$ cat config.mk
export PLATFORM = sky130hd
export DESIGN_NAME = serial_subtractor
export DESIGN_NICKNAME = d
export VERILOG_FILES = /design/src/rtl/sub_pkg.sv /design/src/rtl/full_subtractor.sv /design/src/rtl/serial_subtractor.sv
export SDC_FILE = /design/constraint.sdc
export NUM_CORES = 1
export LEC_CHECK = 0
export BUFFER_PORTS_ARGS = -buffer_cell sky130_fd_sc_hd__buf_4
export CAP_MARGIN = 20
export CORE_MARGIN = 1.5
export CORE_UTILIZATION = 56
export CTS_CLUSTER_DIAMETER = 40
export DETAILED_ROUTE_END_ITERATION = 8
export HOLD_SLACK_MARGIN = 0.1
export PLACE_DENSITY = 0.84
export SLEW_MARGIN = 20
export SYNTH_ARGS = -nofsm -noshare
export SYNTH_HDL_FRONTEND = slang
export SYNTH_SLANG_ARGS = --single-unit
$ cat constraint.sdc
create_clock -name clk -period 2.8 [get_ports clk]
set_clock_uncertainty 0.1 [all_clocks]
set_input_delay 0.56 -clock clk [delete_from_list [all_inputs] [get_ports clk]]
set_output_delay 0.56 -clock clk [all_outputs]
set_load 0.02 [all_outputs]
$ cat src/rtl/sub_pkg.sv
// Shared definitions for the bit-serial subtractor: state encoding and default width.
package sub_pkg;

    localparam int DEFAULT_WIDTH = 8;

    typedef enum logic [1:0] {
        IDLE = 2'b00,
        RUN  = 2'b01,
        DONE = 2'b10
    } state_t;

endpackage

$ cat src/rtl/full_subtractor.sv
// One-bit full subtractor from gate primitives: d = a - b - br_in, with borrow out.
module full_subtractor (
    output logic d,
    output logic br_out,
    input  logic a,
    input  logic b,
    input  logic br_in
);

    logic a_xor_b;
    logic a_n;
    logic xor_n;
    logic borrow_gen;
    logic borrow_prop;

    xor g_x1 (a_xor_b, a, b);
    xor g_x2 (d, a_xor_b, br_in);
    not g_n1 (a_n, a);
    not g_n2 (xor_n, a_xor_b);
    // Borrow is generated when a=0,b=1 and propagated when a==b.
    and g_a1 (borrow_gen, a_n, b);
    and g_a2 (borrow_prop, xor_n, br_in);
    or  g_o1 (br_out, borrow_gen, borrow_prop);

endmodule

$ cat src/rtl/serial_subtractor.sv
// Bit-serial subtractor: diff = a - b - bin over WIDTH cycles, LSB first, with a done pulse.
module serial_subtractor
    import sub_pkg::*;
#(
    parameter int WIDTH = DEFAULT_WIDTH
) (
    input  logic             clk,
    input  logic             rst,
    input  logic             start,
    input  logic [WIDTH-1:0] a,
    input  logic [WIDTH-1:0] b,
    input  logic             bin,
    output logic             busy,
    output logic             done,
    output logic [WIDTH-1:0] diff,
    output logic             bout
);

    localparam int CW = $clog2(WIDTH + 1);
    localparam logic [CW-1:0] LAST_BIT = CW'(WIDTH - 1);

    state_t           state_reg,  state_next;
    logic [WIDTH-1:0] a_sh_reg,   a_sh_next;
    logic [WIDTH-1:0] b_sh_reg,   b_sh_next;
    logic [WIDTH-1:0] diff_reg,   diff_next;
    logic [CW-1:0]    cnt_reg,    cnt_next;
    logic             br_reg,     br_next;
    logic             bout_reg,   bout_next;
    logic             busy_reg,   busy_next;
    logic             done_reg,   done_next;

    logic fs_d;
    logic fs_br;

    full_subtractor u_fs (
        .d      (fs_d),
        .br_out (fs_br),
        .a      (a_sh_reg[0]),
        .b      (b_sh_reg[0]),
        .br_in  (br_reg)
    );

    always_comb begin
        state_next = state_reg;
        a_sh_next  = a_sh_reg;
        b_sh_next  = b_sh_reg;
        diff_next  = diff_reg;
        cnt_next   = cnt_reg;
        br_next    = br_reg;
        bout_next  = bout_reg;
        busy_next  = busy_reg;
        done_next  = 1'b0;

        case (state_reg)
            IDLE: begin
                if (start) begin
                    state_next = RUN;
                    a_sh_next  = a;
                    b_sh_next  = b;
                    br_next    = bin;
                    cnt_next   = '0;
                    busy_next  = 1'b1;
                end
            end
            RUN: begin
                // Operands shift right so bit 0 always feeds the subtractor cell.
                a_sh_next = a_sh_reg >> 1;
                b_sh_next = b_sh_reg >> 1;
                br_next   = fs_br;
                diff_next = {fs_d, diff_reg[WIDTH-1:1]};
                cnt_next  = cnt_reg + CW'(1);
                if (cnt_reg == LAST_BIT) begin
                    state_next = DONE;
                    busy_next  = 1'b0;
                    bout_next  = fs_br;
                end
            end
            DONE: begin
                state_next = IDLE;
                done_next  = 1'b1;
            end
            default: begin
                state_next = IDLE;
                busy_next  = 1'b0;
            end
        endcase
    end

    always_ff @(posedge clk) begin
        if (rst) begin
            state_reg <= IDLE;
            a_sh_reg  <= '0;
            b_sh_reg  <= '0;
            diff_reg  <= '0;
            cnt_reg   <= '0;
            br_reg    <= 1'b0;
            bout_reg  <= 1'b0;
            busy_reg  <= 1'b0;
            done_reg  <= 1'b0;
        end else begin
            state_reg <= state_next;
            a_sh_reg  <= a_sh_next;
            b_sh_reg  <= b_sh_next;
            diff_reg  <= diff_next;
            cnt_reg   <= cnt_next;
            br_reg    <= br_next;
            bout_reg  <= bout_next;
            busy_reg  <= busy_next;
            done_reg  <= done_next;
        end
    end

    assign busy = busy_reg;
    assign done = done_reg;
    assign diff = diff_reg;
    assign bout = bout_reg;

endmodule

=== After elaboration in Yosys (flattened, before gate mapping) ===
Index checks and enable logic that the tools add are counted.

* Register bits after elaboration: 34
* Input port bits: 20
* Output and inout port bits: 11
* Word-level logic and storage cells: 44

* Add/subtract/negate cells: 1
* Eq/ne operators: 5
* Multiplexer cells: 15
* Bitwise operators: 8
* Reductions and logical operators: 6

{| class="wikitable"
|+ Operators with widths
! kind !! count
|-
| $pmux W8 S2 || 2
|-
| $mux W8 || 2
|-
| $pmux W4 S2 || 1
|-
| $reduce_and A2 Y1 || 3
|-
| $add A4 B1 Y4 const B || 1
|-
| $eq A4 B3 Y1 const B || 1
|-
| $mux W1 || 4
|-
| $mux W2 || 2
|-
| $mux W4 || 1
|-
| $ne A2 B2 Y1 const B || 2
|-
| $pmux W2 S2 || 1
|-
| $not A1 Y1 || 3
|-
| $pmux W1 S3 || 1
|-
| $reduce_and A3 Y1 || 1
|-
| $and A1 B1 Y1 || 2
|-
| $eq A2 B1 Y1 const B || 1
|-
| $eq A2 B2 Y1 const B || 1
|-
| $logic_not A2 Y1 || 1
|-
| $pmux W1 S2 || 1
|-
| $reduce_bool A2 Y1 || 1
|-
| $xor A1 B1 Y1 || 2
|-
| $or A1 B1 Y1 || 1
|}

=== Logic depth before layout (Yosys ltp) ===
* Depth after elaboration: 5
* Depth in mapped cells: 5
* Depth with buffers taken out: 4

=== Cells and area by module ===
From an unflattened synthesis, not the netlist that was laid out.

* Cells, all modules: 169
* Area total of the unflattened synthesis: 1431.4 um2

{| class="wikitable"
|+ By module, submodules not included
! module !! instances !! cells each !! area each (um2) !! sequential area each (um2)
|-
| serial_subtractor || 1 || 165 || 1400.1 || 680.7
|-
| full_subtractor || 1 || 4 || 31.3 || 0.0
|}

=== Worst setup path after synthesis ===
Ideal clock, no wire load.

* Kind: input-to-reg
* From: input rst
* To: register busy_reg, in the netlist busy
* Setup time: 132 ps
* Arrival: 1141 ps
* Required time: 2568 ps
* Path slack: 1427 ps
* Stages on the path: 3
* Path buffers: 2
* Path through: clkbuf_1 -> clkbuf_1 -> nor3_1

{| class="wikitable"
|+ RTL lines
! what !! line !! text
|-
| start, declared || serial_subtractor.sv:8 || <nowiki>input logic rst,</nowiki>
|-
| end signal, assigned || serial_subtractor.sv:108 || <nowiki>busy_reg <= busy_next;</nowiki>
|-
| end, declared || serial_subtractor.sv:29 || <nowiki>logic busy_reg, busy_next;</nowiki>
|}

No word-level cell between the ends.

=== Final worst setup path ===
* From: register state_reg[0]
* To: register bout_reg, in the netlist bout

* Cells in the longest elaborated chain, start to end: 2

{| class="wikitable"
|+ Ends and longest elaborated chain
! what !! line !! text
|-
| start, declared || serial_subtractor.sv:22 || <nowiki>state_t state_reg, state_next;</nowiki>
|-
| start signal, assigned || serial_subtractor.sv:101 || <nowiki>state_reg <= state_next;</nowiki>
|-
| $eq A2 B1 Y1 || serial_subtractor.sv:54 || <nowiki>case (state_reg)</nowiki>
|-
| $reduce_and A2 Y1 (no source line) || n/a ||
|-
| end signal, assigned || serial_subtractor.sv:107 || <nowiki>bout_reg <= bout_next;</nowiki>
|-
| end, declared || serial_subtractor.sv:28 || <nowiki>logic bout_reg, bout_next;</nowiki>
|}

Every way passes these cells.
A chain may end at the register's enable or synchronous reset.

==> results.sh <==
export IMPL_holdBufCountCts=0
export IMPL_synth_xor_area_frac=0
export IMPL_slowest_stage="dfxtp_1"
export IMPL_min_period_over_period=0.565
export IMPL_totalWireLength_mm=3.01
export IMPL_ys_top_cells_by_area="dfxtp_1, nor2_1, a211oi_1"
export IMPL_syn_nets=184
export IMPL_drcViolationCount=0
export IMPL_yosys_area_share_adder=0.0226
export IMPL_multiInputGateArea_sq_um=669
export IMPL_cp_common_cell="buf_4"
export IMPL_nets=211
export IMPL_syn_inst=162
export IMPL_setup_worst_path_class="reg -> reg"
export IMPL_leakage_nw=0.689
export IMPL_synth_top_family_by_area="compound AO/OA/AOI/OAI gates"
export IMPL_drive_gt1_frac=0.221
export IMPL_die_w_um=53.7
export IMPL_synth_compound_area_frac=0.261
export IMPL_status="finished clean"
export IMPL_initial_core_util=0.587
export IMPL_first_iter_violations=27
export IMPL_tritoncts="done"
export IMPL_numCtsBuffers=5
export IMPL_yosys_area_share_simple=0.175
export IMPL_cts_root_buf="clkbuf_4"
export IMPL_dp_hpwl_mm=2.11
export IMPL_fin_setup_tns_ns=0
export IMPL_slew_violations=0
export IMPL_die_y_um=53.7
export IMPL_netlist_area_sq_um=1440
export IMPL_period_needed_ns=1.58
export IMPL_rows=18
export IMPL_cts_max_level=2
export IMPL_setup_viol=0
export IMPL_ys_ff_latch=34
export IMPL_seqCellArea_sq_um=681
export IMPL_dp_cells=212
export IMPL_worst_ep_required_time_ns=2.95
export IMPL_yosysTopAreaCell="dfxtp_1"
export IMPL_n_antenna_cell=0
export IMPL_max_freq_mhz=632
export IMPL_cts_sinks=34
export IMPL_clk_latency_ns=0.34
export IMPL_cp_arrival_ns=1.73
export IMPL_total_power_w=0.000938
export IMPL_nFillCells=197
export IMPL_gp_congestion=0.723
export IMPL_yosysTopAreaCellShare=0.473
export IMPL_synth_area_mux_share=0.00695
export IMPL_cp_buffers_inverters=2
export IMPL_antenna_found_initial=0
export IMPL_ios=31
export IMPL_tightest_slew_ns=0.438
export IMPL_syn2layout_area_growth_pct=18.2
export IMPL_clk_pin_slew_ns=0.09
export IMPL_io_buffers=30
export IMPL_max_stage_delay_ns=0.38
export IMPL_routed_via_count=1252
export IMPL_gr_total_overflow=0
export IMPL_routedWlPerCell_um=13.7
export IMPL_cp_end_kind="register"
export IMPL_max_cap_viol_count=0
export IMPL_final_cells=220
export IMPL_seq_area_frac_synth=0.473
export IMPL_core_sq_um=2450
export IMPL_pwr_density_cell_nw_per_um2=551
export IMPL_cts_buffer_depth=2
export IMPL_final_hold_viol_count=0
export IMPL_via_per_inst=5.69
export IMPL_grt_first_pass_wirelength_mm=5.02
export IMPL_hold_path_class="in -> reg"
export IMPL_crit_family="buffers and inverters"
export IMPL_timing_slew_headroom=0.708
export IMPL_drt_first_pass_iters=4
export IMPL_synth_distinct_cells=30
export IMPL_rsz0062_at_grt="no"
export IMPL_postRouteAntennaNets=0
export IMPL_grt_max_degree=35
export IMPL_ir_drop_mv=0.420
export IMPL_ctsResizeCount=0
export IMPL_dieArea_sq_um=2880
export IMPL_path_cells="buf_4 > nor2b_1 > buf_4 > a21oi_1 > a311oi_1"
export IMPL_yosysWarnings=0
export IMPL_post_cts_buffers=0
export IMPL_cp_max_fo=19
export IMPL_avgSynthCellArea_sq_um=8.89
export IMPL_track_usage=0.244
export IMPL_grt_pass1_vias=1166
export IMPL_cp_start_kind="register"
[Yosys cell counts]
library cell / count
a2111oi_2: 1
and3b_1: 1
nor3_1: 4
o211a_1: 1
buf_6: 2
o22ai_1: 4
nand3_1: 2
a311oi_1: 1
clkbuf_1: 6
a22oi_1: 3
o21bai_4: 1
dfxtp_1: 34
nor2b_1: 1
buf_4: 4
fa_1: 1
mux2i_1: 1
a211oi_1: 14
nor3b_1: 1
a31oi_1: 1
nor2_1: 30
inv_1: 4
or3_1: 1
nand2b_1: 2
o2bb2ai_1: 10
nand2_1: 18
ha_1: 1
o21a_1: 1
o21ba_2: 1
a221oi_1: 1
a21oi_1: 10
[power breakdown]
part	switching (W)	internal, W	leakage, nW	total, W
clock	0.000158	0.000122	0.0353	0.000279
combinational	0.0000728	0.0000592	0.375	0.000132
sequential	0.0000161	0.000510	0.279	0.000527
[per-layer routing]
layer  vias up  routed length, um  global-route usage
met5         -                  0                   0
met4         0                 41               0.128
met3         7                159              0.0639
met2        36               1480               0.411
met1       579               1340               0.283
li1        630                  -                   -
[logic make-up (layout without fill, tap and decap cells)]
kind of cell,after synthesis,count (layout)
AND/OR/NAND/NOR,60,60
AO/OA/AOI/OAI,49,49
flip-flops,34,34
buffers and inverters,16,44
adder cells (fa/ha/maj),2,2
multiplexers,1,1
[per-stage QoR]
stage / setup slack (ns) / instance area (sq um) / util / hold WS, ns
3_3_place_gp: 1.18 / 1640 / 0.669 / 0.348
4_1_cts: 1.22 / 1700 / 0.694 / 0.366
5_1_grt: 1.08 / 1700 / 0.694 / 0.355
2_1_floorplan: 1.43 / 1440 / - / 0.364
6_report: 1.22 / 1700 / 0.694 / 0.363
3_5_place_dp: 1.16 / 1640 / 0.669 / 0.362
[layout make-up]
cell class	instances	share of cell area
clock buffers	7	0.0323
clock inverters	1	0.00294
inverters	4	0.00882
multi-input cells	112	0.393
flip-flops and latches	34	0.400
well taps	30	0.0220
repair buffers	32	0.141
[final timing paths]
check / start / end / slack, ns / cells past startpoint
worst max register to register: state_reg[0]$_SDFFE_PP0P_ / bout$_SDFFE_PP0P_ / 1.22 / 5
worst min register to register: diff[1]$_SDFFE_PP0P_ / diff[0]$_SDFFE_PP0P_ / 0.37 / 2
worst min-delay path: b[7] / b_sh_reg[7]$_SDFFE_PP0P_ / 0.36 / 3
worst max-delay path: state_reg[0]$_SDFFE_PP0P_ / bout$_SDFFE_PP0P_ / 1.22 / 5
[placed cells by master (no fill, tap or decap), types with 4 or more instances in the layout]
cell type and instances:
nand2_1 18, inv_1 4, o2bb2ai_1 10, nor3_1 4, a21oi_1 10, buf_4 32
clkbuf_4 5, nor2_1 30, dfxtp_1 34, o22ai_1 4, a211oi_1 14
[worst register-to-register path, delay by kind of cell (launching register included)]
family	cells	cell delay [ns]
compound gates	2	0.35
simple gates	1	0.18
buf+inv	2	0.49
flops	1	0.38
(Power assumes the default switching activity.)
